$ cat src/rtl/oc_tick_scheduler.sv
// Multi-slot timer scheduler: one shared decrement engine swept across all
// slots on every us/ms/s tick edge from the chip status bus.
package oclib_pkg;
    typedef struct packed {
        logic tick1us;
        logic tick1ms;
        logic tick1s;
        logic halt;
        logic clear;
    } chip_status_s;
endpackage

module oclib_synchronizer #(
    parameter int Width  = 1,
    parameter int Stages = 2
) (
    input  logic             clock,
    input  logic [Width-1:0] dataIn,
    output logic [Width-1:0] dataOut
);
    logic [Width-1:0] stage [Stages];

    always_ff @(posedge clock) begin
        stage[0] <= dataIn;
        for (int i = 1; i < Stages; i++) stage[i] <= stage[i-1];
    end

    assign dataOut = stage[Stages-1];
endmodule

// state | meaning
// IDLE  | waiting for a tick edge; config port open
// SWEEP | visiting slot idx this cycle; config port closed
module oc_tick_scheduler #(
    parameter int ClockHz    = 100_000_000,
    parameter int Slots      = 4,
    parameter int CountWidth = 16
) (
    input  logic                     clock,
    input  logic                     reset,
    input  oclib_pkg::chip_status_s  chipStatus,
    oc_tick_scheduler_if.slave       cfgBus
);
    localparam int SlotWidth = (Slots > 1) ? $clog2(Slots) : 1;

    if (Slots < 1 || Slots > 16) begin : gBadSlots
        $error("oc_tick_scheduler: Slots must be 1..16");
    end
    if (Slots + 2 > ClockHz / 1_000_000) begin : gBadClock
        $error("oc_tick_scheduler: a sweep cannot finish between us ticks");
    end

    typedef enum logic {IDLE, SWEEP} state_e;

    logic                  rstSync;
    state_e                state, stateN;
    logic [SlotWidth-1:0]  idx, idxN;
    logic [2:0]            snap, snapN, pending, pendingN;
    logic [2:0]            tickQ, tickNow, edgesEff;
    logic                  visit, visitHit, accept;
    logic [CountWidth-1:0] periodEff;
    logic [1:0]            unitEff;

    logic [CountWidth-1:0] count  [Slots];
    logic [CountWidth-1:0] reload [Slots];
    logic [1:0]            slotUnit [Slots];
    logic [Slots-1:0]      periodic, activeQ, fireQ;

    oclib_synchronizer #(.Width(1), .Stages(2)) uResetSync (
        .clock   (clock),
        .dataIn  (reset),
        .dataOut (rstSync)
    );

    // bit 0 = us, 1 = ms, 2 = s; halted or cleared edges are dropped outright
    assign tickNow  = {chipStatus.tick1s, chipStatus.tick1ms, chipStatus.tick1us};
    assign edgesEff = (chipStatus.halt || chipStatus.clear) ? 3'b000 : (tickNow & ~tickQ);

    always_ff @(posedge clock) begin
        if (rstSync) begin
            state   <= IDLE;
            idx     <= '0;
            snap    <= '0;
            pending <= '0;
            tickQ   <= '0;
        end else begin
            state   <= stateN;
            idx     <= idxN;
            snap    <= snapN;
            pending <= pendingN;
            tickQ   <= tickNow;
        end
    end

    always_comb begin
        stateN   = state;
        idxN     = idx;
        snapN    = snap;
        pendingN = pending;
        visit    = 1'b0;
        case (state)
            IDLE: begin
                if (edgesEff != 3'b000) begin
                    stateN   = SWEEP;
                    idxN     = '0;
                    snapN    = edgesEff | pending;
                    pendingN = '0;
                end
            end
            SWEEP: begin
                visit    = 1'b1;
                pendingN = pending | edgesEff;
                if (idx == SlotWidth'(Slots - 1)) begin
                    idxN = '0;
                    if (pendingN != 3'b000) begin
                        snapN    = pendingN;
                        pendingN = '0;
                    end else begin
                        stateN = IDLE;
                    end
                end else begin
                    idxN = SlotWidth'(idx + 1'b1);
                end
            end
            default: stateN = IDLE;
        endcase
        if (chipStatus.clear) begin
            stateN   = IDLE;
            idxN     = '0;
            pendingN = '0;
            visit    = 1'b0;
        end
    end

    assign cfgBus.cfgReady = (state == IDLE);
    assign accept    = cfgBus.cfgValid && cfgBus.cfgReady && !chipStatus.clear
                       && (int'(cfgBus.cfgSlot) < Slots);
    assign periodEff = (cfgBus.cfgPeriod == '0) ? CountWidth'(1) : cfgBus.cfgPeriod;
    assign unitEff   = (cfgBus.cfgUnit == 2'd3) ? 2'd2 : cfgBus.cfgUnit;
    assign visitHit  = visit && activeQ[idx] && snap[slotUnit[idx]];

    // config only lands in IDLE and visits only in SWEEP, so they never collide
    always_ff @(posedge clock) begin
        if (rstSync) begin
            activeQ  <= '0;
            fireQ    <= '0;
            periodic <= '0;
            for (int i = 0; i < Slots; i++) begin
                count[i]    <= '0;
                reload[i]   <= '0;
                slotUnit[i] <= '0;
            end
        end else begin
            fireQ <= '0;
            if (chipStatus.clear) begin
                activeQ <= '0;
            end else begin
                if (accept) begin
                    if (cfgBus.cfgStart) begin
                        activeQ[cfgBus.cfgSlot]  <= 1'b1;
                        count[cfgBus.cfgSlot]    <= periodEff;
                        reload[cfgBus.cfgSlot]   <= periodEff;
                        slotUnit[cfgBus.cfgSlot] <= unitEff;
                        periodic[cfgBus.cfgSlot] <= cfgBus.cfgPeriodic;
                    end else begin
                        activeQ[cfgBus.cfgSlot] <= 1'b0;
                    end
                end
                if (visitHit) begin
                    if (count[idx] == CountWidth'(1)) begin
                        fireQ[idx] <= 1'b1;
                        if (periodic[idx]) count[idx] <= reload[idx];
                        else               activeQ[idx] <= 1'b0;
                    end else begin
                        count[idx] <= count[idx] - CountWidth'(1);
                    end
                end
            end
        end
    end

    assign cfgBus.active = activeQ;
    assign cfgBus.fire   = fireQ;
endmodule

$ cat src/rtl/oc_tick_scheduler_if.sv
// Config handshake and per-slot status bundle for oc_tick_scheduler.
// The scheduler sits on the slave modport and the requester on the master.
interface oc_tick_scheduler_if #(
    parameter int Slots      = 4,
    parameter int CountWidth = 16
);
    localparam int SlotWidth = (Slots > 1) ? $clog2(Slots) : 1;

    logic                  cfgValid;
    logic                  cfgReady;
    logic [SlotWidth-1:0]  cfgSlot;
    logic                  cfgStart;
    logic [1:0]            cfgUnit;
    logic                  cfgPeriodic;
    logic [CountWidth-1:0] cfgPeriod;
    logic [Slots-1:0]      active;
    logic [Slots-1:0]      fire;

    modport master (
        output cfgValid, cfgSlot, cfgStart, cfgUnit, cfgPeriodic, cfgPeriod,
        input  cfgReady, active, fire
    );

    modport slave (
        input  cfgValid, cfgSlot, cfgStart, cfgUnit, cfgPeriodic, cfgPeriod,
        output cfgReady, active, fire
    );
endinterface

$ cat src/flat_wrapper.sv
// flat-port wrapper written by rule: the top's interface ports become plain ports
module oc_tick_scheduler_flat 
#(
    parameter int ClockHz    = 100_000_000,
    parameter int Slots      = 4,
    parameter int CountWidth = 16
)
  (clock, reset, chipStatus, cfgBus_cfgValid, cfgBus_cfgSlot, cfgBus_cfgStart, cfgBus_cfgUnit, cfgBus_cfgPeriodic, cfgBus_cfgPeriod, cfgBus_cfgReady, cfgBus_active, cfgBus_fire);
  oc_tick_scheduler_if #(.Slots(Slots), .CountWidth(CountWidth)) cfgBus_i ();
  input  logic clock;
  input  logic reset;
  input  oclib_pkg::chip_status_s chipStatus;
  input wire logic [$bits(cfgBus_i.cfgValid)-1:0] cfgBus_cfgValid;
  input wire logic [$bits(cfgBus_i.cfgSlot)-1:0] cfgBus_cfgSlot;
  input wire logic [$bits(cfgBus_i.cfgStart)-1:0] cfgBus_cfgStart;
  input wire logic [$bits(cfgBus_i.cfgUnit)-1:0] cfgBus_cfgUnit;
  input wire logic [$bits(cfgBus_i.cfgPeriodic)-1:0] cfgBus_cfgPeriodic;
  input wire logic [$bits(cfgBus_i.cfgPeriod)-1:0] cfgBus_cfgPeriod;
  output wire logic [$bits(cfgBus_i.cfgReady)-1:0] cfgBus_cfgReady;
  output wire logic [$bits(cfgBus_i.active)-1:0] cfgBus_active;
  output wire logic [$bits(cfgBus_i.fire)-1:0] cfgBus_fire;
  assign cfgBus_i.cfgValid = cfgBus_cfgValid;
  assign cfgBus_i.cfgSlot = cfgBus_cfgSlot;
  assign cfgBus_i.cfgStart = cfgBus_cfgStart;
  assign cfgBus_i.cfgUnit = cfgBus_cfgUnit;
  assign cfgBus_i.cfgPeriodic = cfgBus_cfgPeriodic;
  assign cfgBus_i.cfgPeriod = cfgBus_cfgPeriod;
  assign cfgBus_cfgReady = cfgBus_i.cfgReady;
  assign cfgBus_active = cfgBus_i.active;
  assign cfgBus_fire = cfgBus_i.fire;
  oc_tick_scheduler #(.ClockHz(ClockHz), .Slots(Slots), .CountWidth(CountWidth)) u_core (.clock(clock), .reset(reset), .chipStatus(chipStatus), .cfgBus(cfgBus_i));
endmodule
$ cat config.mk
export PLATFORM = sky130hd
export DESIGN_NAME = oc_tick_scheduler_flat
export DESIGN_NICKNAME = d
export VERILOG_FILES = /design/src/rtl/oc_tick_scheduler.sv /design/src/rtl/oc_tick_scheduler_if.sv /design/src/flat_wrapper.sv
export SDC_FILE = /design/constraint.sdc
export NUM_CORES = 1
export LEC_CHECK = 0
export CAP_MARGIN = 20
export CELL_PAD_IN_SITES_DETAIL_PLACEMENT = 0
export CELL_PAD_IN_SITES_GLOBAL_PLACEMENT = 1
export CORE_ASPECT_RATIO = 1.75
export CORE_MARGIN = 4
export CORE_UTILIZATION = 30
export CTS_BUF_LIST = sky130_fd_sc_hd__clkbuf_4 sky130_fd_sc_hd__clkbuf_8
export DETAILED_ROUTE_END_ITERATION = 7
export HOLD_SLACK_MARGIN = 0.06
export PLACE_DENSITY = 0.61
export RECOVER_POWER = 100
export SLEW_MARGIN = 20
export SYNTH_ARGS = -nofsm -noshare
export SYNTH_HDL_FRONTEND = slang
export SYNTH_SLANG_ARGS = --single-unit
$ cat constraint.sdc
create_clock -name clock -period 8.1 [get_ports clock]
set_clock_uncertainty 0.2 [all_clocks]
set_input_delay 2.43 -clock clock [delete_from_list [all_inputs] [get_ports clock]]
set_output_delay 2.43 -clock clock [all_outputs]
set_load 0.05 [all_outputs]
# After elaboration in Yosys (flattened, before gate mapping)
# Memories as Yosys holds them, arrays and structs flattened. A register that Yosys moved wholly into a read port is not among the register bits.
# Index checks and enable logic that the tools add are counted.
# word_totals
mem_bits_rw	138
ff_bits	24
wordCells	132
memories	4
# mem_list
name	words	width	rd	rd_clocked_by_memory_dff	write_ports	line_no	source
u_core.count	4	16	1	1	4	oc_tick_scheduler.sv:64	logic [CountWidth-1:0] count [Slots];
u_core.reload	4	16	1	1	4	oc_tick_scheduler.sv:65	logic [CountWidth-1:0] reload [Slots];
u_core.slotUnit	4	2	1	1	4	oc_tick_scheduler.sv:66	logic [1:0] slotUnit [Slots];
u_core.uResetSync.stage	2	1	2	0	2	oc_tick_scheduler.sv:21	logic [Width-1:0] stage [Stages];
# classes
n_eq_ne	6
n_bitwise	13
add_sub_neg	2
n_reduce_logical	19
n_mux	75
n_lt_le_gt_ge	5
# op_table
cell	count
16-bit two-way mux	5
16-bit OR reduction	3
1-bit two-way mux	32
2-bit two-way mux	14
4-bit two-way mux	7
3-bit two-way mux	7
16-bit by 1-bit equality test with 1-bit output (second input constant)	1
16-bit zero test	1
16-bit by 1-bit subtractor with 16-bit output (second input constant)	1
3-bit one-hot mux with 2 select lines	2
2-bit by 3-bit < comparator with 1-bit output (second input constant)	3
4-bit bitwise AND	2
4-bit NOT	2
1-bit binary-select mux with 2-bit select	3
1-bit logical AND	6
2-bit != test (second input constant)	3
3-bit AND reduction	2
3-bit nonzero test	2
4-bit bitwise mux	1
1-bit demux with 2-bit select	2
2-bit equality test (second input constant)	2
2-bit by 1-bit greater-or-equal comparator with 1-bit output (second input constant)	2
1-bit NOT	4
4-bit bitwise OR	1
11 further kinds	12

# Depth between registers and ports, before layout
# Gate-level depths: netlist of the first run.
# depth
depth_word	14
depth_mapped	13
depth_no_buf	9

# By module
# Synthesis of the first run repeated with hierarchy kept, for this count alone.
# hier_totals
cells_unflattened	597
area_unflattened_um2	7619.8
# by_module_without_submodules
mod	instances	cells_each	area_each_um2
oc_tick_scheduler	1	595	7579.8
oclib_synchronizer	1	2	40.0

# Worst setup path before layout of the first run
# OpenSTA, ideal clock, no wires.
# synth_timing
path_type	input port to flip-flop
start	input chipStatus[0] (netlist bit)
end	memory u_core.count[3][0], enable pin
stages	8
t_arrival_ps	4562
slack_ps	2945
path_buffers	2
cell_sequence	or2_2 -> nor3b_1 -> o211a_1 -> o21a_1 -> buf_6 -> buf_6 -> a32oi_1 -> o21bai_1
# synth_rtl
element	line_no	source
start: declaration	flat_wrapper.sv:12	input oclib_pkg::chip_status_s chipStatus;
end: declaration	oc_tick_scheduler.sv:64	

==> results of run 1 <==
routing by layer:
layer  wire (µm)  GRT usage (%)
met1        7530           15.9
met2       12200           30.0
met3         724           3.19
met4         748           7.84
met5           0              0
synthesized netlist by cell type (all sizes together), types with 2 or more instances:
master / number / area share (%)
xnor2: 6 / 0.68
a22oi: 3 / 0.29
o211ai: 4 / 0.45
a21o: 4 / 0.39
nand3b: 2 / 0.19
nor3: 13 / 0.90
o22ai: 2 / 0.16
o31ai: 4 / 0.39
nor4: 8 / 0.92
nand4: 8 / 0.73
inv: 37 / 1.8
nor4b: 5 / 0.65
a211oi: 2 / 0.19
a221oi: 4 / 0.45
mux2i: 9 / 1.2
dfxtp: 28 / 7.2
nand3: 9 / 0.58
ha: 6 / 0.97
edfxtp: 136 / 53
nand2: 44 / 2.2
o211a: 2 / 0.26
o21bai: 6 / 0.58
nor3b: 3 / 0.35
mux4: 36 / 10
nor2: 100 / 4.8
and2: 4 / 0.32
or3: 5 / 0.40
clkbuf: 16 / 0.77
nor2b: 3 / 0.24
xor2: 2 / 0.23
and3: 4 / 0.32
a31oi: 7 / 1.1
nand2b: 11 / 0.89
o21ai: 16 / 1.1
or2: 6 / 0.48
o21a: 3 / 0.29
a21oi: 19 / 1.5
a32oi: 2 / 0.32
buf: 13 / 1.4
critical path, cell delays in order:
cell and delay (ps):
dlygate4sd3_1 640, or2_0 550, nor3b_1 150, o211a_1 340, o21a_1 440, a31oi_1 1140, nand2b_1 820
flip-flops by register name (all words and copies together) (netlist names), named ones only:
signal and count:
u_core.cfgBus.active 4, u_core.count 64, u_core.idx 2, u_core.pending 3, u_core.tickQ 3, u_core.snap 3, u_core.reload 64, u_core.cfgBus.fire 4
u_core.state 1, u_core.uResetSync.stage 2, u_core.slotUnit 8, u_core.periodic 4
logic make-up (layout without fill, tap and decap cells):
kind of cell / after synthesis / after routing / share of synthesized area, %
xor+xnor: 8 / 8 / 0.903
compound gates: 84 / 84 / 8.08
buf+inv: 66 / 115 / 3.94
fa+ha+maj: 6 / 6 / 0.968
mux: 46 / 46 / 11.8
simple gates: 229 / 229 / 14.5
flops: 164 / 164 / 59.9
layout make-up:
cell class / count / area [µm²]
fillers: 2533 / 16600
flip-flops and latches: 164 / 4650
multi-input cells: 373 / 2730
repair buffers: 46 / 422
well taps: 316 / 395
clock buffers: 22 / 284
clock inverters: 10 / 154
inverters: 37 / 139
worst paths after layout:
check	start	endpoint	slack [ps]	depth (start not counted)
max	chipStatus[0]	u_core.count[1][12]	1390	7
min reg2reg	u_core.uResetSync.stage[0][0]	u_core.uResetSync.stage[0][1]	130	0
min	u_core.uResetSync.stage[0][0]	u_core.uResetSync.stage[0][1]	130	0
max reg2reg	flip-flop	u_core.count[1][12]	2370	6
metrics by stage:
step | power (mW) | utilization (%) | std cells | worst slack (ps) | hold WS (ps)
2_1_floorplan | 1.03 | - | 603 | 2950 | 110
5_1_grt | 1.78 | 34.6 | 968 | 981 | 147
6_report | 1.72 | 34.6 | 968 | 1390 | 135
4_1_cts | 1.74 | 35.0 | 968 | 1900 | 142
3_5_place_dp | 1.08 | 33.3 | 936 | 1380 | 118
3_3_place_gp | 1.08 | 33.3 | 936 | 1540 | 118
report_power, final:
| part | switching (mW) | internal [mW] |
|---|---|---|
| combinational | 0.0707 | 0.0399 |
| sequential | 0.00957 | 0.938 |
| clock | 0.301 | 0.361 |
==> impl_metrics.csv, run 1 <==
group,metric,value,unit
synthesis,synthesis.nets,639,
pwr,leakage,3.17,nW
clock_tree,cts_inserted_buffers,17,
cells_and_area,drive_gt1_share,12.9,%
floorplanning,die-area,0.0286,mm²
outcome,violations,"capacitance limit, slew limit",
clock_tree,clk_pin_slew_worst_paths,80,ps
pwr,power_density,196,mW/mm²
global_route,grt_max_degree,24,
setup_path,critical_path.startpoint_type,"input pin",
cells_and_area,layout_commonest_cell,"edfxtp_1",
synthesis,synth_seq_area_share,59.9,%
route,drtAntennaViolNets,0,
floorplanning,core-area,0.0253,mm²
clock_tree,ctsHoldBuffers,0,
cells_and_area,area_growth,13.1,%
hold_path,hp-class,"reg2reg",
route,wl,21200,µm
sta,worstMarginPinSlew,1520,ps
cells_and_area,design_area,0.00877,mm²
setup_path,endpoint_kind,"flip-flop",
sta,hold_violations,0,
clock_tree,post_cts_buffers,0,
outcome,status,"finished with violations",
global_route,grt_first_pass_wirelength,32500,µm
route,first_iter_violations,249,
global_route,grt_pass1_vias,5546,
clock_tree,cts-root-buf,"clkbuf_8",
global_route,grt_remaining_overflow,0,
global_route,antenna_found_initial,0,
floorplanning,chipWidth,130,µm
synthesis,ys.flop_type,"edfxtp_1",
synthesis,synth-seq-cells,164,
route,dr.pass1.iters,5,
sta,slew_violations,24,
sta,maxSlewHeadroom,-1.47,%
sta,fin_tns_setup,0,ps
floorplanning,fp.dieH,221,µm
cells_and_area,nets,675,
synthesis,ys_warn_count,0,
pwr,ir_worst_vdd,0.121,mV
sta,grt_setup_unrepaired,"no",
sta,setup_viol,0,
cells_and_area,diodes,0,
floorplanning,ios,39,
sta,clock.fmax,0.149,GHz
clock_tree,insertion_delay,490,ps
cells_and_area,layout_common_cells,"edfxtp_1, nor2_1, nand2_1",
route,num_vias,5068,
synthesis,ys_types,67,
setup_path,crit_fanout,17,
synthesis,synth_edf_count,136,
clock_tree,cts_tree,"built",
sta,fin_crit,6710,ps
placement,gp_congestion,0.857,
clock_tree,ctsLongestPathBuffers,2,
route,drc,0,
synthesis,synth_area,0.00776,mm²
sta,fin_crit_sh,82.8,%
synthesis,syn_avg_cell_area,12.9,µm²
placement,dpl.hpwl,15900,µm
clock_tree,htree_levels,4,
synthesis,synthCells,603,
floorplanning,rows,77,
flow_run,maxCapViolCount,1,
placement,dpl_cell_area,0.00843,mm²
setup_path,path_class,"in2reg",
synthesis,async_reset_ff_share,0,%
global_route,grt_usage,15.7,%
setup_path,cp_data_arrival_time,6510,ps
clock_tree,ctsResizeCount,0,
setup_path,critPathRequiredTime,7910,ps
route,viasPerCell,5.24,
placement,port_buffers,38,
route,routedWlPerCell,21.9,µm
floorplanning,start_util,30.6,%
clock_tree,cts_sinks,164,
(Power assumes the default switching activity.)
==> run 2: changes to the inputs <==
- PLACE_DENSITY: 0.61 -> 0.62
- clock period: 8.1 -> 5.6 ns (I/O delays scaled with it)
==> impl_metrics.csv, run 2 (synthesis results as in run 1) <==
group,metric,value,unit
sta,setup_viol,0,
flow_run,maxCapViolCount,0,
clock_tree,cts-root-buf,"clkbuf_8",
floorplanning,chipWidth,130,µm
floorplanning,die-area,0.0286,mm²
cells_and_area,layout_commonest_cell,"edfxtp_1",
clock_tree,ctsLongestPathBuffers,2,
global_route,grt_remaining_overflow,0,
cells_and_area,nFillCells,2517,
pwr,leakage,3.20,nW
route,wl,21000,µm
cells_and_area,top_regs,"u_core.count (64), u_core.reload (64), u_core.slotUnit (8)",
route,viasPerCell,5.13,
sta,setup_ws,675,ps
setup_path,cp_data_arrival_time,4870,ps
outcome,status,"completed",
cells_and_area,area_growth,13.7,%
setup_path,endpoint_kind,"flip-flop",
global_route,antenna_found_initial,0,
global_route,grt_max_degree,24,
hold_path,min_to,"u_core.uResetSync.stage[0][1]",
setup_path,crit_slowest_cell,"dlygate4sd3_1",
clock_tree,cts_sinks,164,
route,drtAntennaViolNets,0,
clock_tree,clk_pin_slew_worst_paths,80,ps
pwr,ir_worst_vdd,0.162,mV
setup_path,critPathRequiredTime,5540,ps
placement,preCtsSetupSlack,670,ps
sta,fin_tns_setup,0,ps
sta,fin_crit_sh,88.0,%
setup_path,r2r_slack,940,ps
setup_path,path_class,"in2reg",
cells_and_area,nets,691,
clock_tree,cts_inserted_buffers,17,
hold_path,hp-class,"reg2reg",
route,num_vias,5051,
sta,fin_crit,4930,ps
floorplanning,core-area,0.0253,mm²
hold_path,hold-path-cell-count,0,
cells_and_area,layout.cells.non_filler,984,
cells_and_area,utilization,34.8,%
sta,clock.fmax,0.203,GHz
setup_path,crit_path_cell_trace,"dlygate4sd3_1 > or2_0 > nor3b_1 > o211a_1 > clkbuf_1 > nand2_1 > nor3b_2 > o32ai_1",
clock_tree,cts_tree,"built",
sta,slew_violations,0,
floorplanning,start_util,30.6,%
sta,worstMarginPinSlew,1420,ps
setup_path,rr_worst_depth,8,
placement,port_buffers,38,
clock_tree,post_cts_buffers,0,
setup_path,critPathMaxStageDelay,630,ps
setup_path,crit_fanout,15,
placement,place_inst,952,
setup_path,critical_path.startpoint_type,"input pin",
sta,maxSlewHeadroom,5.05,%
sta,grt_setup_unrepaired,"no",
clock_tree,htree_levels,4,
sta,hold_violations,0,
setup_path,rr_endpoint,"u_core.count[0][15]",
placement,dpl.hpwl,15600,µm
cells_and_area,drive_gt1_share,15.1,%
clock_tree,ctsHoldBuffers,0,
hold_path,min-delay-start,"u_core.uResetSync.stage[0][0]",
route,routedWlPerCell,21.3,µm
route,dr.pass1.iters,4,
cells_and_area,layout_common_cells,"edfxtp_1, nor2_1, nand2_1",
floorplanning,rows,77,
sta,holdWs,137,ps
global_route,grt_pass1_vias,5398,
pwr,power_density,263,mW/mm²
global_route,grt_usage,15.3,%
clock_tree,ctsResizeCount,0,
route,first_iter_violations,303,
floorplanning,ios,39,
clock_tree,insertion_delay,480,ps
cells_and_area,diodes,0,
global_route,grt_first_pass_wirelength,32000,µm
placement,gp_congestion,0.886,
floorplanning,fp.dieH,221,µm
route,drc,0,
-- run 2: cell types whose count changed in the layout (fill, tap and decap cells not counted), moves of 3 or more --
| cell | change |
|---|---|
| inv_6 | +4 |
| bufinv_16 | -4 |
| buf_4 | +13 |
| inv_4 | -3 |
-- run 2: routing by layer --
layer | GRT usage [%] | wire, µm | vias up
li1 | - | - | 2346
met1 | 15.2 | 7600 | 2573
met2 | 30.2 | 12300 | 104
met3 | 3.00 | 598 | 28
met4 | 5.86 | 532 | 0
met5 | 0 | 0 | -
-- run 2: final cells by class --
cell class / count / area (µm²) / area share (%)
flip-flops and latches: 164 / 4640 / 52.7
multi-input cells: 373 / 2750 / 31.2
repair buffers: 62 / 533 / 6.04
well taps: 316 / 395 / 4.48
clock buffers: 19 / 255 / 2.89
inverters: 37 / 139 / 1.57
clock inverters: 13 / 98.8 / 1.12
-- run 2: power breakdown --
part | total [mW] | switching, mW | leakage, nW | internal [mW]
Sequential | 1.37 | 0.0131 | 1.68 | 1.36
Clock | 0.785 | 0.456 | 0.182 | 0.329
Combinational | 0.166 | 0.104 | 1.34 | 0.0617
Total | 2.32 | 0.573 | 3.20 | 1.75
-- run 2: metrics by stage --
step           instance area [µm²]  total power, mW
2_1_floorplan                 7760             1.49
3_3_place_gp                  8550             1.56
3_5_place_dp                  8550             1.57
4_1_cts                       8900             2.35
5_1_grt                       8820             2.41
6_report                      8820             2.32
-- run 2: critical path, delay by kind of cell --
| family | cells | cell delay (ps) |
|---|---|---|
| buf+inv | 2 | 1210 |
| compound gates | 2 | 390 |
| simple gates | 4 | 1570 |
-- run 2: worst max path at each step --
stage	from	end	slack, ps	depth (start not counted)
floorplan	chipStatus[0]	u_core.count[3][0]	1200	8
global placement	chipStatus[0]	u_core.count[0][14]	760	10
detailed placement	chipStatus[0]	u_core.count[0][4]	670	10
CTS	chipStatus[0]	u_core.count[0][11]	1170	10
global route	chipStatus[0]	u_core.count[0][7]	530	8
finish	chipStatus[0]	u_core.count[0][15]	670	8
